==> config.mk <==
export PLATFORM = sky130hd
export DESIGN_NAME = serial_rx_8x
export DESIGN_NICKNAME = d
export VERILOG_FILES = /design/src/rtl/serial_rx_8x_pkg.sv /design/src/rtl/serial_rx_fifo.sv /design/src/rtl/serial_rx_8x.sv
export SDC_FILE = /design/constraint.sdc
export NUM_CORES = 1
export LEC_CHECK = 0
export ABC_AREA = 1
export CAP_MARGIN = 15
export CORE_MARGIN = 4
export CORE_UTILIZATION = 54
export CTS_CLUSTER_DIAMETER = 60
export DETAILED_ROUTE_END_ITERATION = 12
export MAX_ROUTING_LAYER = met4
export PLACE_DENSITY = 0.71
export REMOVE_ABC_BUFFERS = 1
export SKIP_CTS_REPAIR_TIMING = 1
export SYNTH_ARGS = -nofsm -noshare
export SYNTH_HDL_FRONTEND = slang
export SYNTH_SLANG_ARGS = --single-unit
==> constraint.sdc <==
create_clock -name clk -period 2.4 [get_ports clk]
set_input_delay 0.48 -clock clk [delete_from_list [all_inputs] [get_ports clk]]
set_output_delay 0.48 -clock clk [all_outputs]
set_load 0.005 [all_outputs]
==> src/rtl/serial_rx_8x_pkg.sv <==
// Shared constants, rx state encoding and vote helper for the 8x-oversampled
// serial receiver.
package serial_rx_8x_pkg;

    localparam int UART_BITS  = 8;
    localparam int OVERSAMPLE = 8;

    localparam logic [2:0] SAMPLE_TICK_A = 3'd3;
    localparam logic [2:0] SAMPLE_TICK_B = 3'd4;
    localparam logic [2:0] SAMPLE_TICK_C = 3'd5;
    localparam logic [2:0] CTR_LAST      = 3'(OVERSAMPLE - 1);
    localparam logic [2:0] LAST_BIT      = 3'(UART_BITS - 1);

    typedef enum logic [2:0] {
        RX_WAIT_HIGH = 3'd0,
        RX_IDLE      = 3'd1,
        RX_START     = 3'd2,
        RX_DATA      = 3'd3,
        RX_STOP      = 3'd4
    } rx_state_t;

    function automatic logic majority3(input logic a, input logic b, input logic c);
        return (a & b) | (a & c) | (b & c);
    endfunction

endpackage

==> src/rtl/serial_rx_fifo.sv <==
// Small synchronous FIFO for received bytes; head and empty are registered so
// a pushed byte appears exactly one clk after the push.
module serial_rx_fifo #(
    parameter int FIFO_LOG2 = 2,
    parameter int WIDTH     = 8
) (
    input  logic             clk,
    input  logic             rst_n,
    input  logic             push,
    input  logic [WIDTH-1:0] din,
    input  logic             pop,
    output logic             full,
    output logic             empty,
    output logic [WIDTH-1:0] head
);

    localparam int DEPTH = 1 << FIFO_LOG2;

    logic [WIDTH-1:0]     mem_r [DEPTH];
    logic [FIFO_LOG2:0]   wr_r, rd_r, wr_s, rd_s, occ_s;
    logic [FIFO_LOG2-1:0] rd_next_idx_s;
    logic [WIDTH-1:0]     head_r, head_s;
    logic                 empty_r;
    logic                 full_s, empty_s, do_push_s, do_pop_s;

    assign full_s  = (wr_r[FIFO_LOG2] != rd_r[FIFO_LOG2]) &&
                     (wr_r[FIFO_LOG2-1:0] == rd_r[FIFO_LOG2-1:0]);
    assign empty_s = (wr_r == rd_r);
    assign full    = full_s;
    assign empty   = empty_r;
    assign head    = head_r;

    // Next pointers and next head value; a pop while full frees the slot the push uses.
    always_comb begin
        do_pop_s      = pop & ~empty_s;
        do_push_s     = push & (~full_s | do_pop_s);
        occ_s         = wr_r - rd_r;
        rd_next_idx_s = rd_r[FIFO_LOG2-1:0] + {{(FIFO_LOG2-1){1'b0}}, 1'b1};
        wr_s          = do_push_s ? (wr_r + {{FIFO_LOG2{1'b0}}, 1'b1}) : wr_r;
        rd_s          = do_pop_s  ? (rd_r + {{FIFO_LOG2{1'b0}}, 1'b1}) : rd_r;
        head_s        = head_r;
        if (do_pop_s) begin
            if (occ_s > {{FIFO_LOG2{1'b0}}, 1'b1}) begin
                head_s = mem_r[rd_next_idx_s];
            end else if (do_push_s) begin
                head_s = din;
            end else begin
                head_s = head_r;
            end
        end else if (empty_s && do_push_s) begin
            head_s = din;
        end else begin
            head_s = head_r;
        end
    end

    // Pointer, head and storage registers.
    always_ff @(posedge clk or negedge rst_n) begin
        if (!rst_n) begin
            wr_r    <= '0;
            rd_r    <= '0;
            head_r  <= '0;
            empty_r <= 1'b1;
            for (int i = 0; i < DEPTH; i++) begin
                mem_r[i] <= '0;
            end
        end else begin
            wr_r    <= wr_s;
            rd_r    <= rd_s;
            head_r  <= head_s;
            empty_r <= (wr_s == rd_s);
            if (do_push_s) begin
                mem_r[wr_r[FIFO_LOG2-1:0]] <= din;
            end
        end
    end

endmodule

==> src/rtl/serial_rx_8x.sv <==
// 8N1 receiver: rxd synchroniser, 8x-oversampled framing FSM with 3-sample
// majority vote, byte FIFO and sticky framing/overrun flags.
module serial_rx_8x
    import serial_rx_8x_pkg::*;
#(
    parameter int FIFO_LOG2   = 2,
    parameter int SYNC_STAGES = 2
) (
    input  logic       clk,
    input  logic       rst_n,
    input  logic       baud8,
    input  logic       rxd,
    output logic [7:0] rx_data,
    output logic       rx_valid,
    input  logic       rx_ready,
    output logic       err_frame,
    output logic       err_ovr,
    input  logic       err_clr
);

    logic [SYNC_STAGES-1:0] sync_r;
    logic                   rxd_s;
    rx_state_t              state_r, state_s;
    logic [2:0]             ctr_r, ctr_s, bit_r, bit_s;
    logic [1:0]             samp_r, samp_s;
    logic [7:0]             shift_r, shift_s;
    logic                   vote_s, push_s, frame_err_s, ovr_s;
    logic                   fifo_full_s, fifo_empty_s;
    logic                   err_frame_r, err_ovr_r;

    assign rxd_s = sync_r[SYNC_STAGES-1];

    // rxd synchroniser, idles high through reset.
    always_ff @(posedge clk or negedge rst_n) begin
        if (!rst_n) begin
            sync_r <= '1;
        end else begin
            sync_r <= {sync_r[SYNC_STAGES-2:0], rxd};
        end
    end

    // Framing FSM next state; everything advances only on baud8 ticks.
    always_comb begin
        state_s     = state_r;
        ctr_s       = ctr_r;
        bit_s       = bit_r;
        samp_s      = samp_r;
        shift_s     = shift_r;
        push_s      = 1'b0;
        frame_err_s = 1'b0;
        vote_s      = majority3(samp_r[0], samp_r[1], rxd_s);
        if (baud8) begin
            ctr_s = ctr_r + 3'd1;
            if (ctr_r == SAMPLE_TICK_A) begin
                samp_s[0] = rxd_s;
            end else if (ctr_r == SAMPLE_TICK_B) begin
                samp_s[1] = rxd_s;
            end else begin
                samp_s = samp_r;
            end
            case (state_r)
                RX_WAIT_HIGH: begin
                    ctr_s   = 3'd0;
                    state_s = rxd_s ? RX_IDLE : RX_WAIT_HIGH;
                end
                RX_IDLE: begin
                    // The detecting tick is count 0 of the start bit.
                    ctr_s   = rxd_s ? 3'd0 : 3'd1;
                    state_s = rxd_s ? RX_IDLE : RX_START;
                end
                RX_START: begin
                    if ((ctr_r == SAMPLE_TICK_C) && vote_s) begin
                        state_s = RX_IDLE;
                        ctr_s   = 3'd0;
                    end else if (ctr_r == CTR_LAST) begin
                        state_s = RX_DATA;
                        bit_s   = 3'd0;
                    end else begin
                        state_s = RX_START;
                    end
                end
                RX_DATA: begin
                    if (ctr_r == SAMPLE_TICK_C) begin
                        shift_s = {vote_s, shift_r[7:1]};
                    end else begin
                        shift_s = shift_r;
                    end
                    if (ctr_r == CTR_LAST) begin
                        if (bit_r == LAST_BIT) begin
                            state_s = RX_STOP;
                        end else begin
                            bit_s = bit_r + 3'd1;
                        end
                    end else begin
                        bit_s = bit_r;
                    end
                end
                RX_STOP: begin
                    if (ctr_r == SAMPLE_TICK_C) begin
                        ctr_s       = 3'd0;
                        push_s      = vote_s;
                        frame_err_s = ~vote_s;
                        state_s     = vote_s ? RX_IDLE : RX_WAIT_HIGH;
                    end else begin
                        state_s = RX_STOP;
                    end
                end
                default: begin
                    state_s = RX_WAIT_HIGH;
                    ctr_s   = 3'd0;
                end
            endcase
        end else begin
            state_s = state_r;
        end
    end

    // Framing FSM registers.
    always_ff @(posedge clk or negedge rst_n) begin
        if (!rst_n) begin
            state_r <= RX_WAIT_HIGH;
            ctr_r   <= 3'd0;
            bit_r   <= 3'd0;
            samp_r  <= 2'b11;
            shift_r <= 8'h00;
        end else begin
            state_r <= state_s;
            ctr_r   <= ctr_s;
            bit_r   <= bit_s;
            samp_r  <= samp_s;
            shift_r <= shift_s;
        end
    end

    serial_rx_fifo #(
        .FIFO_LOG2 (FIFO_LOG2),
        .WIDTH     (8)
    ) u_fifo (
        .clk   (clk),
        .rst_n (rst_n),
        .push  (push_s),
        .din   (shift_r),
        .pop   (rx_ready),
        .full  (fifo_full_s),
        .empty (fifo_empty_s),
        .head  (rx_data)
    );

    assign rx_valid = ~fifo_empty_s;
    assign ovr_s    = push_s & fifo_full_s & ~(rx_ready & ~fifo_empty_s);

    // Sticky error flags; a new error outranks a simultaneous clear.
    always_ff @(posedge clk or negedge rst_n) begin
        if (!rst_n) begin
            err_frame_r <= 1'b0;
            err_ovr_r   <= 1'b0;
        end else begin
            if (frame_err_s) begin
                err_frame_r <= 1'b1;
            end else if (err_clr) begin
                err_frame_r <= 1'b0;
            end
            if (ovr_s) begin
                err_ovr_r <= 1'b1;
            end else if (err_clr) begin
                err_ovr_r <= 1'b0;
            end
        end
    end

    assign err_frame = err_frame_r;
    assign err_ovr   = err_ovr_r;

endmodule

Word level (Yosys, flattened, before mapping)

Index checks and enable logic that the tools add are counted.
W data, S select, Z words.

Register bits after elaboration: 70
Bits in latches: 0
Memory bits (writable): 0
Memory bits (read-only): 0
Input bits: 6
Output and inout port bits: 11
Word-level logic and storage cells: 119
Memories: 0

Add/sub/neg operators: 6
Multiply operators: 0
Div/mod/pow operators: 0
$lt $le $gt $ge: 4
Equality and inequality tests: 19
Shifts and indexed selects: 0
Mux-type cells: 39
Bitwise gates (word level): 19
Reductions and logical operators: 15

Operators with widths:

| kind                  | number |
|---|---|
| $mux W8               | 7 |
| $mux W3               | 11 |
| $bwmux W32            | 1 |
| $bmux W8 S2           | 1 |
| $demux W8 S2          | 1 |
| $eq A3 B3 Y1 const B  | 5 |
| $pmux W3 S5           | 1 |
| $mux W1               | 13 |
| $add A3 B1 Y3 const B | 4 |
| $pmux W3 S4           | 1 |
| $ne A2 B2 Y1 const B  | 5 |
| $eq A3 B2 Y1 const B  | 3 |
| $reduce_and A3 Y1     | 3 |
| $and A1 B1 Y1         | 8 |
| $reduce_bool A2 Y1    | 4 |
| $eq A3 B3 Y1          | 2 |
| $ge A3 B3 Y1 const B  | 2 |
| $not A1 Y1            | 6 |
| $not A2 Y3            | 2 |
| $pmux W3 S2           | 1 |
| $reduce_and A6 Y1     | 1 |
| $logic_and A1 B1 Y1   | 4 |
| $mux W2               | 2 |
| $reduce_and A2 Y1     | 2 |
| other kinds (10)      | 12 |

Depth between registers and ports, before layout

Word-level depth: 10
Depth in mapped cells: 13
Depth with buffers taken out: 12

Cells and area by module

From an unflattened synthesis, not the netlist that was laid out.

Cells, all modules: 435
Area, all modules: 3,661.0 µm²

By module, submodules not included:

| module         | instances | cells each | area each (µm²) | sequential area each (µm²) |
|---|---|---|---|---|
| serial_rx_fifo | 1         | 285        | 2,414.8         | 1,177.4 |
| serial_rx_8x   | 1         | 150        | 1,246.2         | 580.6 |

Worst setup path after synthesis

OpenSTA, ideal clock, no wires.

Path kind: reg2reg
From: reg u_fifo.wr_r[0]
To: reg u_fifo.head_r[0], in the netlist u_fifo.head[0]
Library setup time: 116 ps
Arrival: 1,776 ps
Data required time: 2,284 ps
Setup slack: 508 ps
Cell stages (with the launch flop): 12
Buffers on the path: 0
Clock period less this slack: 1,892 ps
Path through: dfrtp_1 > inv_1 > ha_1 > fa_1 > inv_1 > nand2_1 > nand3_1 > nand2_2 > a21oi_4 > inv_2 > nand2_1 > nand2_1

Cells in the longest elaborated chain, start to end: 8
Elaborated cells on any way between the ends: 16
Classes of those cells: add/sub: 1; order compare: 1; eq/ne: 3; mux: 2; bitwise: 5; reduce/logical: 4

Ends and longest elaborated chain:

| item                                                  | RTL line             | source |
|---|---|---|
| start, declared                                       | serial_rx_fifo.sv:20 | `logic [FIFO_LOG2:0] wr_r, rd_r, wr_s, rd_s, occ_s;` |
| start signal, assigned                                | serial_rx_fifo.sv:68 | `wr_r <= wr_s;` |
| branches (longest 8 deep; another with $sub A3 B3 Y3) | --                   |  |
| end signal, assigned                                  | serial_rx_fifo.sv:70 | `head_r <= head_s;` |
| end, declared                                         | serial_rx_fifo.sv:22 | `logic [WIDTH-1:0] head_r, head_s;` |

Several ways; the timed one is not identified.
A chain may end at the register's enable or synchronous reset.

Final worst setup path

Same ends and word-level chain as after synthesis.

==> summary.md <==
| Metric | Value |
|---|---|
| Total number of vias | between 2000 and 3000 |
| CP startpoint kind | flop |
| Post-Synth Simple-Gate Area | 21.4% |
| Synthesized cell area | 0.00362 sq mm |
| Die Footprint | approximately 0.0081 sq mm |
| Post-synth EDFFs | 0 |
| R2r setup slk | around 0.26 ns |
| Tmin final | 2.14 ns |
| RePlAce Congestion | 0.923 |
| Post-Synth XOR/XNOR Area | 0.484% |
| Initial Util | 56.3% |
| CP endpoint kind | flop |
| Crit. Startpoint | u_fifo.wr_r[0]$_DFF_PN0_ |
| Syn Area/Cell | approximately 8 sq um |
| Crit path required time | 2.63 ns |
| Root buf cell | clkbuf_8 |
| Placed Area | between 0.003 and 0.004 sq mm |
| Row Count | 29 |
| Max IR drop VDD | 0.000480 V |
| Dominant cells by area after synthesis | dfrtp_1 45%, nand2_1 14%, o21ai_0 9.1%, inv_1 5.9%, ha_1 4.8% |
| Drt total wl | 7580 microns |
| Worst Hold Class | primary input to async pin |
| Mux share of post-synthesis cell area | 0% |
| Tot GR Track Use | between 20% and 30% |
| Hpwl dp | about 5500 microns |
| Top post-synthesis cells by count | 133 x nand2_1, 66 x o21ai_0, 65 x dfrtp_1, 57 x inv_1, 22 x a21oi_1 |
| Fmax | approximately 0.47 GHz |
| P&R area growth vs syn | 15.1% |
| Fin crit share | between 80% and 90% |
| Core area | 0.00642 sq mm |
| Inserted Diodes | 0 |
| Vias in the first global route | 2717 |
| Die H | 89.9 microns |
| Status | completed |
| Hold_ws | 0.0897 ns |
| Fin. max-slew vios | 0 |
| Num ports | 17 |
| Final number of hold-violating endpoints | 0 |
| Reg clk slew, reported paths | 0.07 ns |
| Largest family of logic cells by synthesized area | simple AND/OR/NAND/NOR gates |
| # port buffers | 16 |
| Share of Yosys cell area claimed by the top area cell type | 45.0% |
| R2r startpoint | u_fifo.wr_r[0]$_DFF_PN0_ |
| Synth area leader | dfrtp_1 |
| Final nets | a little under 500 |
| Fraction of layout cells with a size suffix above 1 | 11.5% |
| Synth Area in Compound Gates | roughly 16% |
| Most frequent cell after synthesis | nand2_1 |
| H-tree levels | 3 |
| Post-route cell area | 0.00416 sq mm |
| Pleak | around 2.1 nW |
| Layout Skew | 0.00678 ns |
| Clk_lat worst skew | 0.34 ns |
| CTS tree | done |
| WL per Instance | 13.6 microns |
| Kind of critical path | flop to flop |
| Worst-margin pin slew | 0.499 ns |
| Initial antenna violation count | 0 |
| Clock buffer depth | 2 |
| Setup Viol. Count Final | 0 |
| Unrepaired setup endpoints after global routing | false |
| Crit Path Max Fanout | 17 |
| Via density | 5.18 |
| Reg-to-reg endpoint | u_fifo.head[0]$_DFFE_PN0P_ |
| Syn Inst Count | 442 |
| Clock sinks | 70 |
| Ys flop type | dfrtp_1 |
| Worst rel slew slack | 66.8% |
| Final ANT Viol Nets | 0 |
| Distinct cell type count after synthesis | 34 |
| Cell Count, Final, Fillers Out | between 500 and 600 |
| Post-Route Setup TNS | 0 ns |
| Drt pass-1 iters | 4 |
| Post-Synth Adder-Cell Area | 5.39% |
| Yosys warns | 0 |
| Placed cell count | 538 |
| Max Cap Viol | 0 |
| Post-synthesis sequential area ratio | 48.6% |
| Pwr dens | 940 mW/mm^2 |
| Die X | approximately 90 microns |
| Largest net degree at the start of global routing | 33 |
| DRC | 0 |
| Seq cells post-synth | 70 |
| Critical Path AT | 2.37 ns |
| Num CTS Buffers | 9 |
| Total power | 3.91 mW |
| R2R cell count | 12 |
| Initial DRC count | around 160 |
| First-pass GRT wire length | 13100 microns |
| Asr flop ratio synth | 100% |
| Total gr overflow | 0 |
-- metrics by stage --
| stage | setup WS, ns | utilization (%) |
|---|---|---|
| floorplan | 0.0884 | - |
| global placement | 0.224 | 61.3 |
| detailed placement | 0.150 | 61.3 |
| CTS | 0.134 | 64.4 |
| global route | 0.0548 | 64.8 |
| finish | 0.258 | 64.8 |
-- layout by cell type (no fill, tap or decap), types with 2 or more instances in the layout --
cell type | netlist | final
a21oi_1 | 22 | 22
nand4_1 | 5 | 5
nand3_1 | 15 | 15
or2_2 | 2 | 2
inv_1 | 57 | 57
clkdlybuf4s50_1 | 0 | 15
o21ai_0 | 66 | 66
nor3_1 | 3 | 3
o21a_1 | 10 | 10
buf_4 | 5 | 16
xor2_1 | 2 | 2
clkbuf_1 | 5 | 2
buf_12 | 0 | 2
dfrtp_1 | 65 | 65
dfstp_2 | 5 | 5
nand2_2 | 4 | 3
nor2_4 | 3 | 3
ha_1 | 14 | 14
nor2_1 | 8 | 8
nor2_2 | 3 | 3
nand2_1 | 133 | 133
clkbuf_8 | 0 | 11
-- how the worst max path moves through the flow --
stage,end,slack [ns]
finish,u_fifo.head[0]$_DFFE_PN0P_,0.26
CTS,u_fifo.head[0]$_DFFE_PN0P_,0.13
global placement,u_fifo.mem_r[12]$_DFFE_PN0P_,0.22
detailed placement,u_fifo.head[0]$_DFFE_PN0P_,0.15
global route,u_fifo.head[3]$_DFFE_PN0P_,0.05
floorplan,u_fifo.mem_r[10]$_DFFE_PN0P_,0.09
-- registers in the layout, summed over array words and instances (netlist names) --
| signal | cells |
|---|---|
| u_fifo.wr_r | 3 |
| samp_r | 2 |
| err_frame | 1 |
| err_ovr | 1 |
| state_r | 3 |
| sync_r | 2 |
| bit_r | 3 |
| shift_r | 8 |
| ctr_r | 3 |
| u_fifo.mem_r | 32 |
| u_fifo.head | 8 |
| u_fifo.rd_r | 3 |
| u_fifo.empty | 1 |
-- worst max-delay path: stages, from the launching register on --
cell     delay, ns
dfrtp_1       0.43
inv_1         0.17
ha_1          0.25
nand2_1       0.09
inv_1         0.06
nand3_1       0.18
nand2_2       0.14
inv_1         0.12
nand2_4       0.13
a21oi_4       0.23
inv_2         0.10
nand2_1       0.07
nand2_1       0.06
-- cell families (layout without fill, tap and decap cells) --
group,count (synthesis),in the layout
AO/OA/AOI/OAI,105,105
adder cells (fa/ha/maj),15,15
buffers and inverters,71,109
AND/OR/NAND/NOR,179,179
flip-flops,70,70
XOR/XNOR,2,2
-- layout make-up --
cell class	count	area, sq um
Clock inverter	3	42.5
Tap cell	77	96.3
Clock buffer	13	159
Timing Repair Buffer	34	315
Multi-Input combinational cell	301	1570
Inverter	59	221
Fill cell	558	2260
Sequential cell	70	1760
-- power breakdown --
group | internal (mW) | switching [mW] | leakage [nW]
combinational | 0.599 | 0.898 | 1.17
clock | 0.536 | 0.424 | 0.0996
sequential | 1.34 | 0.114 | 0.826
total | 2.48 | 1.44 | 2.10
-- layer usage --
| metal | part of all wire (%) | GRT usage (%) | vias up | routed length, microns |
|---|---|---|---|---|
| met5 | 0 | - | - | 0 |
| met4 | 1.0 | 7.27 | 0 | 79 |
| met3 | 4.2 | 3.84 | 8 | 318 |
| met2 | 47 | 31.8 | 47 | 3570 |
| met1 | 48 | 27.5 | 1344 | 3610 |
| li1 | - | - | 1484 | - |
No activity file was read; power rests on OpenSTA's default activity.
